==> src/rtl/seq_divider.sv <==
// fulladd: one-bit full adder cell, the building block of the divider's trial subtractor.
// Ports: a_i/b_i operand bits, c_i carry-in; s_o sum, c_o carry-out.
// Purely combinational, no clock or reset.
module fulladd (
    input  logic a_i,
    input  logic b_i,
    input  logic c_i,
    output logic s_o,
    output logic c_o
);
    assign s_o = a_i ^ b_i ^ c_i;
    assign c_o = (a_i & b_i) | (a_i & c_i) | (b_i & c_i);
endmodule

// seq_divider: unsigned restoring divider, one quotient bit per clock, WIDTH steps per division.
// Ports: clk_i/reset_i (async, active-high); start_i with dividend_i/divisor_i; busy_o (RUN),
// done_o (one-cycle DONE pulse), quotient_o/remainder_o/div_by_zero_o held until the next result.
module seq_divider #(
    parameter int WIDTH = 8
) (
    input  logic             clk_i,
    input  logic             reset_i,
    input  logic             start_i,
    input  logic [WIDTH-1:0] dividend_i,
    input  logic [WIDTH-1:0] divisor_i,
    output logic             busy_o,
    output logic             done_o,
    output logic [WIDTH-1:0] quotient_o,
    output logic [WIDTH-1:0] remainder_o,
    output logic             div_by_zero_o
);
    localparam int CW = $clog2(WIDTH);
    localparam logic [CW-1:0] LAST = CW'(WIDTH - 1);

    typedef enum logic [1:0] {
        IDLE = 2'd0,
        RUN  = 2'd1,
        DONE = 2'd2
    } state_t;

    state_t            state_q, state_d;
    logic [WIDTH-1:0]  dvd_q, dvd_d;     // dividend bits shift out, quotient bits shift in
    logic [WIDTH-1:0]  dvs_q, dvs_d;     // latched divisor
    logic [WIDTH-1:0]  rem_q, rem_d;     // partial remainder
    logic [CW-1:0]     cnt_q, cnt_d;     // iteration counter
    logic [WIDTH-1:0]  quo_q, quo_d;     // published quotient
    logic [WIDTH-1:0]  rmd_q, rmd_d;     // published remainder
    logic              dbz_q, dbz_d;     // published divide-by-zero flag

    // ---------------------------------------------------------------
    // One restoring step: {rem, next dividend bit} - divisor, computed
    // as a + ~b + 1 over WIDTH+1 bits. Carry-out 1 means no borrow.
    // ---------------------------------------------------------------
    logic [WIDTH:0]   shifted;
    logic [WIDTH:0]   sub_b;
    logic [WIDTH:0]   diff;
    logic [WIDTH+1:0] carry;
    logic             no_borrow;
    logic [WIDTH-1:0] step_rem;
    logic [WIDTH-1:0] step_quo;

    assign shifted  = {rem_q, dvd_q[WIDTH-1]};
    assign sub_b    = ~{1'b0, dvs_q};
    assign carry[0] = 1'b1;

    for (genvar i = 0; i <= WIDTH; i++) begin : g_sub
        fulladd u_fa (
            .a_i (shifted[i]),
            .b_i (sub_b[i]),
            .c_i (carry[i]),
            .s_o (diff[i]),
            .c_o (carry[i+1])
        );
    end

    assign no_borrow = carry[WIDTH+1];
    // The partial remainder stays below the divisor, so the top bit of
    // either candidate is always zero and only WIDTH bits are kept.
    assign step_rem  = no_borrow ? diff[WIDTH-1:0] : shifted[WIDTH-1:0];
    assign step_quo  = {dvd_q[WIDTH-2:0], no_borrow};

    logic unused_top_bits;
    assign unused_top_bits = diff[WIDTH] ^ shifted[WIDTH];

    // ---------------------------------------------------------------
    // State register
    // ---------------------------------------------------------------
    always_ff @(posedge clk_i or posedge reset_i) begin
        if (reset_i) begin
            state_q <= IDLE;
            dvd_q   <= '0;
            dvs_q   <= '0;
            rem_q   <= '0;
            cnt_q   <= '0;
            quo_q   <= '0;
            rmd_q   <= '0;
            dbz_q   <= 1'b0;
        end else begin
            state_q <= state_d;
            dvd_q   <= dvd_d;
            dvs_q   <= dvs_d;
            rem_q   <= rem_d;
            cnt_q   <= cnt_d;
            quo_q   <= quo_d;
            rmd_q   <= rmd_d;
            dbz_q   <= dbz_d;
        end
    end

    // ---------------------------------------------------------------
    // Next state. Published results only change on entry to DONE, so
    // they are stable throughout RUN and IDLE.
    // ---------------------------------------------------------------
    always_comb begin
        state_d = state_q;
        dvd_d   = dvd_q;
        dvs_d   = dvs_q;
        rem_d   = rem_q;
        cnt_d   = cnt_q;
        quo_d   = quo_q;
        rmd_d   = rmd_q;
        dbz_d   = dbz_q;

        case (state_q)
            RUN: begin
                // start is deliberately not looked at here
                dvd_d = step_quo;
                rem_d = step_rem;
                if (cnt_q == LAST) begin
                    cnt_d   = '0;
                    state_d = DONE;
                    quo_d   = step_quo;
                    rmd_d   = step_rem;
                    dbz_d   = 1'b0;
                end else begin
                    cnt_d = cnt_q + CW'(1);
                end
            end
            default: begin
                // IDLE or DONE: DONE lasts one cycle unless a new start lands
                state_d = IDLE;
                if (start_i) begin
                    dvd_d = dividend_i;
                    dvs_d = divisor_i;
                    rem_d = '0;
                    cnt_d = '0;
                    if (divisor_i == '0) begin
                        state_d = DONE;
                        quo_d   = '1;
                        rmd_d   = dividend_i;
                        dbz_d   = 1'b1;
                    end else begin
                        state_d = RUN;
                    end
                end
            end
        endcase
    end

    assign busy_o        = (state_q == RUN);
    assign done_o        = (state_q == DONE);
    assign quotient_o    = quo_q;
    assign remainder_o   = rmd_q;
    assign div_by_zero_o = dbz_q;
endmodule

==> config.mk <==
export PLATFORM = sky130hd
export DESIGN_NAME = seq_divider
export DESIGN_NICKNAME = d
export VERILOG_FILES = /design/src/rtl/seq_divider.sv
export SDC_FILE = /design/constraint.sdc
export NUM_CORES = 1
export LEC_CHECK = 0
export BUFFER_PORTS_ARGS = -buffer_cell sky130_fd_sc_hd__buf_2
export CORE_AREA = 2 2 78 65
export CTS_BUF_LIST = sky130_fd_sc_hd__clkbuf_16
export DETAILED_ROUTE_END_ITERATION = 8
export DIE_AREA = 0 0 80 67
export PLACE_DENSITY_LB_ADDON = 0.3
export RECOVER_POWER = 25
export SLEW_MARGIN = 20
export SYNTH_ARGS = -nofsm -noshare
export SYNTH_HDL_FRONTEND = slang
export SYNTH_HIERARCHICAL = 1
export SYNTH_SLANG_ARGS = --single-unit
==> constraint.sdc <==
create_clock -name clk_i -period 6.28 [get_ports clk_i]
set_clock_uncertainty 0.1 [all_clocks]
set_input_delay 0.628 -clock clk_i [delete_from_list [all_inputs] [get_ports clk_i]]
set_output_delay 0.628 -clock clk_i [all_outputs]
set_load 0.02 [all_outputs]
# Word-level counts from Yosys, hierarchy flattened
# Cells that the tools add are included.
[classes] addsub=1 eq_ne=4 muxes=24 n_bitwise=61 reduce_logical=5
[op_table] cell="8-bit 2-to-1 mux" count=13
[op_table] cell="1-bit AND" count=25
[op_table] cell="1-bit OR" count=18
[op_table] cell="1-bit XOR" count=15
[op_table] cell="3-bit 2-to-1 mux" count=3
[op_table] cell="8-bit inverter with 9-bit output" count=1
[op_table] cell="8-bit zero test" count=1
[op_table] cell="2-bit 2-to-1 mux" count=4
[op_table] cell="1-bit 2-to-1 mux" count=4
[op_table] cell="2-bit nonzero test" count=2
[op_table] cell="3-bit by 1-bit adder with 3-bit output, second input constant" count=1
[op_table] cell="3-bit equality test, second input constant" count=1
[op_table] cell="3-bit AND reduction" count=1
[op_table] cell="2-bit by 1-bit equality test with 1-bit output, second input constant" count=1
[op_table] cell="2-bit equality test, second input constant" count=1
[op_table] cell="2-bit by 1-bit inequality test with 1-bit output, second input constant" count=1
[op_table] cell="1-bit inverter" count=2
[op_table] cell="2-bit AND reduction" count=1
[totals] ff_bits=46 in_bits=19 out_inout_bits=19 wordCells=103

# Longest topological paths before layout
# Gate-level depths: netlist (run 1).
[logic_depth] ltp_word=31 mapped_depth=13

# Modules after synthesis
# The synthesis (run 1) kept the hierarchy.
[modules_own_cells] mod="seq_divider" instances=1 cells_per_inst=231 area_per_inst_um2=2284.7
[modules_own_cells] mod="fulladd" instances=9 cells_per_inst=1 area_per_inst_um2=20.0

# Least setup slack after synthesis (run 1)
# No wires, ideal clock.
[synth_timing] kind="reg2reg" start="register dvd_q[7]" end="register rmd_q[1] (netlist: remainder_o[1])" setup_ns=0.140 t_arrival_ns=4.437 required_time_ns=6.040 slack_ns=1.603 stages_incl_launch_ff=13 cell_sequence="dfrtp_1 > fa_1 > fa_1 > fa_1 > fa_1 > fa_1 > fa_1 > fa_1 > fa_1 > fa_1 > buf_1 > mux2i_1 > o2111ai_1"
[synth_via] elab_chain_len=30 word_cells_on_any_way=39
[synth_rtl] element="start: declaration" line="42" text="logic [WIDTH-1:0] dvd_q, dvd_d;"
[synth_rtl] element="start signal: assignment" line="100" text="dvd_q <= dvd_d;"
[synth_rtl] element="1-bit AND" line="12" text="assign c_o = (a_i & b_i) | (a_i & c_i) | (b_i & c_i);"
[synth_rtl] element="1-bit OR (*) (2 in series)" line="12"
[synth_rtl] element="named net carry[1]" line="57" text="logic [WIDTH+1:0] carry;"
[synth_rtl] element="1-bit AND" line="12"
[synth_rtl] element="1-bit OR" line="12"
[synth_rtl] element="1-bit OR (*)" line="12"
[synth_rtl] element="named net carry[2]" line="57"
[synth_rtl] element="1-bit AND" line="12"
[synth_rtl] element="[2 not listed]"
[synth_rtl] element="named net carry[3]" line="57"
[synth_rtl] element="[3 not listed]"
[synth_rtl] element="named net carry[4]" line="57"
[synth_rtl] element="[3 not listed]"
[synth_rtl] element="named net carry[5]" line="57"
[synth_rtl] element="[3 not listed]"
[synth_rtl] element="named net carry[6]" line="57"
[synth_rtl] element="[3 not listed]"
[synth_rtl] element="named net carry[7]" line="57"
[synth_rtl] element="[3 not listed]"
[synth_rtl] element="named net carry[8]" line="57"
[synth_rtl] element="1-bit AND" line="12"
[synth_rtl] element="1-bit OR" line="12"
[synth_rtl] element="1-bit OR (*)" line="12"
[synth_rtl] element="named net carry[9]" line="57"
[synth_rtl] element="8-bit 2-to-1 mux (*)" line="79" text="assign step_rem = no_borrow ? diff[WIDTH-1:0] : shifted[WIDTH-1:0];"
[synth_rtl] element="8-bit 2-to-1 mux (*)" line="129" text="if (cnt_q == LAST) begin"
[synth_rtl] element="8-bit 2-to-1 mux (*)" line="124" text="case (state_q)"
[synth_rtl] element="end signal: assignment" line="105" text="rmd_q <= rmd_d;"
[synth_rtl] element="end: declaration" line="47" text="logic [WIDTH-1:0] rmd_q, rmd_d;"
# The timed path passes the listed nets; every way through them passes the cells marked *. The select of a mux whose other input is x is not followed.
# A chain may end at the register's enable or synchronous reset.

# Final worst setup path (run 1)
[layout_timing] start="register dvs_q[0]" end="register rmd_q[1] (netlist: remainder_o[1])"
[layout_via] elab_chain_len=31 word_cells_on_any_way=40
[layout_rtl] element="start: declaration" line="43" text="logic [WIDTH-1:0] dvs_q, dvs_d;"
[layout_rtl] element="start signal: assignment" line="101" text="dvs_q <= dvs_d;"
[layout_rtl] element="8-bit inverter with 9-bit output (*)" line="63" text="assign sub_b = ~{1'b0, dvs_q};"
[layout_rtl] element="named net sub_b[0]" line="55" text="logic [WIDTH:0] sub_b;"
[layout_rtl] element="1-bit AND" line="12"
[layout_rtl] element="1-bit OR" line="12"
[layout_rtl] element="1-bit OR (*)" line="12"
[layout_rtl] element="named net carry[1]" line="57"
[layout_rtl] element="1-bit AND" line="12"
[layout_rtl] element="1-bit OR" line="12"
[layout_rtl] element="[1 not listed]"
[layout_rtl] element="named net carry[2]" line="57"
[layout_rtl] element="[3 not listed]"
[layout_rtl] element="named net carry[3]" line="57"
[layout_rtl] element="[3 not listed]"
[layout_rtl] element="named net carry[4]" line="57"
[layout_rtl] element="[3 not listed]"
[layout_rtl] element="named net carry[5]" line="57"
[layout_rtl] element="[3 not listed]"
[layout_rtl] element="named net carry[6]" line="57"
[layout_rtl] element="[3 not listed]"
[layout_rtl] element="named net carry[7]" line="57"
[layout_rtl] element="[3 not listed]"
[layout_rtl] element="named net carry[8]" line="57"
[layout_rtl] element="1-bit AND" line="12"
[layout_rtl] element="1-bit OR" line="12"
[layout_rtl] element="1-bit OR (*)" line="12"
[layout_rtl] element="named net carry[9]" line="57"
[layout_rtl] element="8-bit 2-to-1 mux (*)" line="79"
[layout_rtl] element="8-bit 2-to-1 mux (*)" line="129"
[layout_rtl] element="8-bit 2-to-1 mux (*)" line="124"
# Marks and branches as above.

==> results of run 1 <==
==> where the power goes <==
part	internal (W)	total (W)	switching, W
clock	0.000186	0.000295	0.000109
sequential	0.000441	0.000553	0.000112
combinational	0.000275	0.000688	0.000414
total	0.000902	0.00154	0.000634
==> registers in the layout (all words and copies together) (netlist names) <==
register,flops
dvd_q,8
dvs_q,8
quotient_o,8
rem_q,8
remainder_o,8
cnt_q,3
state_q,2
div_by_zero_o,1
==> layer usage <==
layer | up-vias | GRT usage [%]
met3 | 6 | 5.96
met1 | 995 | 36.2
li1 | 937 | -
met2 | 55 | 35.6
met4 | 0 | 6.36
met5 | - | 0
==> logic make-up after synthesis <==
group                    Yosys count  share of synthesized area, %
AO/OA/AOI/OAI                     61                          17.7
adder cells (fa/ha/maj)           11                          8.32
buffers and inverters             32                          5.28
flip-flops                        46                          46.7
multiplexers                      16                          6.90
other                              1                         0.152
AND/OR/NAND/NOR                   73                          15.0
==> cell usage in the layout, fill, tap and decap left out, types with 2 or more instances in the layout <==
cell       synthesis  routed
nor3_1             8       8
ha_1               2       2
nand3_1           10      10
clkbuf_16          0       5
conb_1             1       2
o211ai_1          16      16
buf_2              2      37
a31oi_1            8       8
nand2_1           21      21
o21ai_0            8       8
clkinv_2           0       2
mux2_2             8       8
mux2i_1            8       8
or4_1             10      10
fa_1               9       9
dfrtp_1           46      46
inv_1             10       9
o2111ai_1          8       8
nor4_2             2       2
a211oi_1          16      16
nor2_1            17      17
==> per-stage QoR <==
step	std cells	instance area, sq um	worst slack, ps
after floorplan	241	2470	1600
after global placement	318	2650	1450
after detailed placement	318	2650	1360
after CTS	326	2820	1300
after global routing	326	2820	1110
final	326	2820	1270
==> worst max-delay path by stage <==
stage	startpoint	endpoint	depth (start not counted)
after floorplan	dvd_q[7]	remainder_o[1]	12
after global placement	dvd_q[7]	remainder_o[0]	11
after detailed placement	dvd_q[7]	remainder_o[1]	11
after CTS	dvd_q[7]	remainder_o[1]	11
after global routing	dvd_q[7]	remainder_o[2]	11
final	dvs_q[0]	remainder_o[1]	12
==> area by class of cell <==
class,instances,area (sq um)
clock buffers,5,125
clock inverters,3,40.0
fillers,372,1700
inverters,11,42.5
multi-input cells,163,1190
flip-flops and latches,46,1150
well taps,60,75.1
repair buffers,38,193
==> worst reg2reg max path, delay by kind of cell (launching register included) <==
| family | cells | cell delay, ps |
|---|---|---|
| buf+inv | 1 | 80 |
| mux | 1 | 330 |
| compound gates | 1 | 170 |
| flops | 1 | 370 |
| fa+ha+maj | 9 | 3780 |
==> results.ini, run 1 <==
[critical_path]
crit_chain=inv_1, fa_1, fa_1, fa_1, fa_1, fa_1, fa_1, fa_1, fa_1, fa_1, mux2i_1, o2111ai_1
critPathBufInv=1
crit_fanout=10
cp.required_ps=6300
reg2reg_depth=12
endpoint_kind=flop
r2r-end=remainder_o[1]
worstReg2RegStart=dvs_q[0]
critical_path.top_delay_family=adder cells
arrival_ps=5020
reg2reg_slack_ps=1270
crit_top_cell=fa_1
cpMaxStageDelayCell=fa_1
path_class=reg2reg
startpoint_type=flop
max_stage_delay_ps=620

[clocking]
clkSinkCount=46
cts_root_buf=clkbuf_16
clk_latency_ps=280
cts_resized=0
clk_pin_slew_ps=60
clk_path_buf_depth=2
cts_tree=built
cts_setup_buffers=0
htree_levels=2
cts_buffers=5
hold_buffers=0

[route]
wl_met1_um=2790
first_pass_iters=4
met2_length_um=2620
maxUsedRoutingLayer=met4
drcViolationCount=0
drtIter0Drc=149
routed_via_density=6.11
wl_per_cell_um=17.8
wirelength_um=5800
routed-wl-met3_um=338
antenna_left=0
routed-via-count=1993

[pwr]
p_total_w=0.00154
p_leak_nw=1.20
ir_drop_mv=0.263
power_density_nw_per_um2=545

[job]
maxCapViolCount=1

[finish]
drive_above_1_share_pct=22.2
post-route-util_pct=62.4
syn_to_final_growth_pct=14.3
fin_nets=295
antenna_cells=0

[global_route]
grt-ovfl-total=0
grt_pass1_vias=2009
grt_usage_pct=24.4
grt_pass1_wl_um=9990
grt_max_degree=58
antenna_found_initial=0

[floorplan]
num_rows=22
boundaryPins=38
core_area_sq_um=4510
die_area_sq_um=5360
die_w_um=80
start_util_pct=54.6
die_y_um=67

[logic_synthesis]
synth_area_sq_um=2460
synth_top_cell_area_share_pct=46.7
synth_warnings=6
synthCells=240
synth-main-ff-cell=dfrtp_1
synth_area_leaders=dfrtp_1, fa_1, a211oi_1
syn_area_per_cell_sq_um=10.3
synth-seq-cells=46
synth.most_common_cell=dfrtp_1
ys_seq_area_share_pct=46.7
async_reset_ff_share_pct=100
ys_types=33
synth_edf_count=0
synthTopCellsByCount=dfrtp_1, nand2_1, nor2_1, a211oi_1, o211ai_1
synth_top_area_cell=dfrtp_1

[sta]
tightest_slew_ps=2000
fin_crit_sh_pct=79.7
final-max-slew-violation-count=47
layout_min_cycle_time_ps=5010
clock.fmax_mhz=200
rsz0062_at_grt=false
finalSetupTns_ps=0
relSlewSlack_pct=-34.1
setup_viol=0
hold_ws_ps=400
hold_viol=0

[min_path]
hold_start=cnt_q[0]
hold_depth=1
holdPathEnd=cnt_q[0]
hp-class=reg2reg

[run_status]
violations=max-capacitance violations, max-slew violations
status=complete, but fails checks

[placement]
dp_hpwl_um=3720
gp_congestion=0.791
port_buffers=37

(Power assumes the default switching activity.)
==> inputs of run 2 (changes only) <==
clock period = 4.8 ns   (was 6.28 ns; I/O delays follow)
==> run 2 against run 1 <==
Against the previous run: register-to-register slack lost 1100 ps; final cell count is the same; the flow still finishes with violations (max-capacitance violations, max-slew violations); flip-flop and latch count is the same; sequential power grew 31%; clock-buffer cell count is the same; first-iteration DRC count grew 14%; critical path type unchanged.
==> results.ini, run 2 (same netlist as run 1, synthesis figures left out) <==
[route]
first_pass_iters=4  ; unchanged
drcViolationCount=0  ; unchanged
wirelength_um=5860  ; +1.0%
wl_per_cell_um=18.0  ; +1.0%
drtIter0Drc=170  ; +14%
routed_via_density=6.09  ; -0.45%
antenna_left=0  ; unchanged
routed-via-count=1984  ; -0.45%

[global_route]
grt_pass1_vias=1938  ; -3.5%
antenna_found_initial=0  ; unchanged
grt_pass1_wl_um=10000  ; +0.41%
grt_max_degree=57  ; -1.7%
grt-ovfl-total=0  ; unchanged
grt_usage_pct=24.6  ; +0.23 points

[critical_path]
startpoint_type=flop
max_stage_delay_ps=440  ; -180 ps
cp.required_ps=4820  ; -1480 ps
crit_top_cell=fa_1
arrival_ps=4660  ; -360 ps
endpoint_kind=flop
crit_fanout=10  ; unchanged
critical_path.top_delay_family=adder cells
crit_chain=fa_1, fa_2, fa_2, fa_2, fa_2, fa_1, fa_1, fa_1, fa_1, buf_6, mux2i_2, o2111ai_1
critPathBufInv=1  ; unchanged
path_class=reg2reg
cpMaxStageDelayCell=fa_1

[pwr]
p_leak_nw=1.20  ; -0.25%
power_frac_seq_pct=36.4  ; +0.4 points
power.internal_w=0.00115  ; +28%
power_density_nw_per_um2=707  ; +30%
pwr-share-comb_pct=47.6  ; +2.8 points
ir_drop_mv=0.328  ; +25%
pwr-share-clk_pct=16.0  ; -3.2 points
p_total_w=0.00199  ; +30%
switching_share_pct=42.0  ; +0.72 points
power_switching_w=0.000836  ; +32%

[clocking]
cts_setup_buffers=0  ; unchanged
htree_levels=2  ; unchanged
clk_latency_ps=280  ; about the same
clk_pin_slew_ps=60  ; about the same
cts_root_buf=clkbuf_16
clk_path_buf_depth=2  ; unchanged
cts_buffers=5  ; unchanged
cts_tree=built
clkSinkCount=46  ; unchanged

[sta]
relSlewSlack_pct=-15.3  ; +19 points
finalSetupTns_ps=0  ; unchanged
clock.fmax_mhz=216  ; +8.0%
tightest_slew_ps=1730  ; -273 ps
setup_viol=0  ; unchanged
layout_min_cycle_time_ps=4640  ; -370 ps
fin_crit_sh_pct=96.6  ; +17 points
hold_viol=0  ; unchanged
rsz0062_at_grt=false
hold_ws_ps=370  ; -29.2 ps
final-max-slew-violation-count=47  ; unchanged

[finish]
syn_to_final_growth_pct=14.2  ; about the same
fillers=390  ; +4.8%
drive_above_1_share_pct=23.7  ; +1.5 points
layout_commonest_cell=dfrtp_1
post-route-util_pct=62.4  ; about the same
antenna_cells=0  ; unchanged
stdcell_area_sq_um=2820  ; about the same
fin_nets=296  ; +0.34%
final_cell_mix=dfrtp_1, buf_2, nand2_1, nor2_1

[job]
maxCapViolCount=1  ; unchanged

[floorplan]
boundaryPins=38  ; unchanged
die_w_um=80  ; unchanged
core_area_sq_um=4510  ; unchanged
die_y_um=67  ; unchanged
die_area_sq_um=5360  ; unchanged
start_util_pct=54.6  ; unchanged
num_rows=22  ; unchanged

[min_path]
hp-class=in2reg

[placement]
port_buffers=37  ; unchanged
dp_hpwl_um=3800  ; +2.0%
placed_area_sq_um=2660  ; +0.28%
gp_congestion=0.791  ; about the same

[run_status]
violations=max-capacitance violations, max-slew violations
status=complete, but fails checks

-- run 2: changes by cell type in the layout (fill, tap and decap cells not counted) --
cell        previous run  this run
buf_6                  0         1
bufinv_16              1         0
fa_1                   9         5
mux2i_1                8         5
clkinv_2               2         0
inv_1                  9        12
mux2i_2                0         3
fa_2                   0         4
clkinvlp_2             1         0
-- run 2: final cells by class --
class                   instances  area (sq um)  area share [%]
clock inverters                 2          7.51           0.267
inverters                      11          41.3            1.47
multi-input cells             163          1210            43.0
clock buffers                   5           125            4.44
flip-flops and latches         46          1150            40.9
well taps                      60          75.1            2.67
repair buffers                 39           204            7.24
-- run 2: timing repair --
item,4_1_cts,5_1_grt
endpoints found under the setup margin,6,16
resized for setup,4,4
gates cloned,0,0
hold buffers,0,0
-- run 2: routing by layer --
| layer | vias up | share of wire, % | GRT usage, % | routed length [um] |
|---|---|---|---|---|
| li1 | 931 | - | - | - |
| met3 | 8 | 4.8 | 4.74 | 282 |
| met2 | 64 | 48 | 38.5 | 2810 |
| met1 | 981 | 46 | 34.9 | 2680 |
| met4 | 0 | 1.5 | 6.99 | 88 |
| met5 | - | 0 | 0 | 0 |
-- run 2: final timing paths --
kind / startpoint / endpoint / slack, ps / depth (start not counted)
worst max-delay path: dvd_q[7] / remainder_o[1] / 160 / 12
worst min-delay path: divisor_i[3] / dvs_q[3] / 370 / 2
worst max register to register: dvd_q[7] / remainder_o[1] / 160 / 12
worst min register to register: div_by_zero_o / div_by_zero_o / 390 / 2
max in group asynchronous: reset_i / dvd_q[7] / 2960 / 2
min in group asynchronous: reset_i / quotient_o[6] / 640 / 2
-- run 2: power by group through the flow --
stage,Clock [W],Combinational (W),Sequential [W]
after floorplan,0,0.000600,0.000777
after global placement,0,0.000880,0.000715
after detailed placement,0,0.000912,0.000724
after CTS,0.000324,0.000935,0.000720
after global routing,0.000342,0.00107,0.000751
final,0.000318,0.000948,0.000725
-- run 2: metrics by stage --
| stage | instances | setup WS [ps] |
|---|---|---|
| after floorplan | 241 | 123 |
| after global placement | 319 | 79.7 |
| after detailed placement | 319 | -44.3 |
| after CTS | 326 | 19.2 |
| after global routing | 326 | 28.9 |
| final | 326 | 162 |
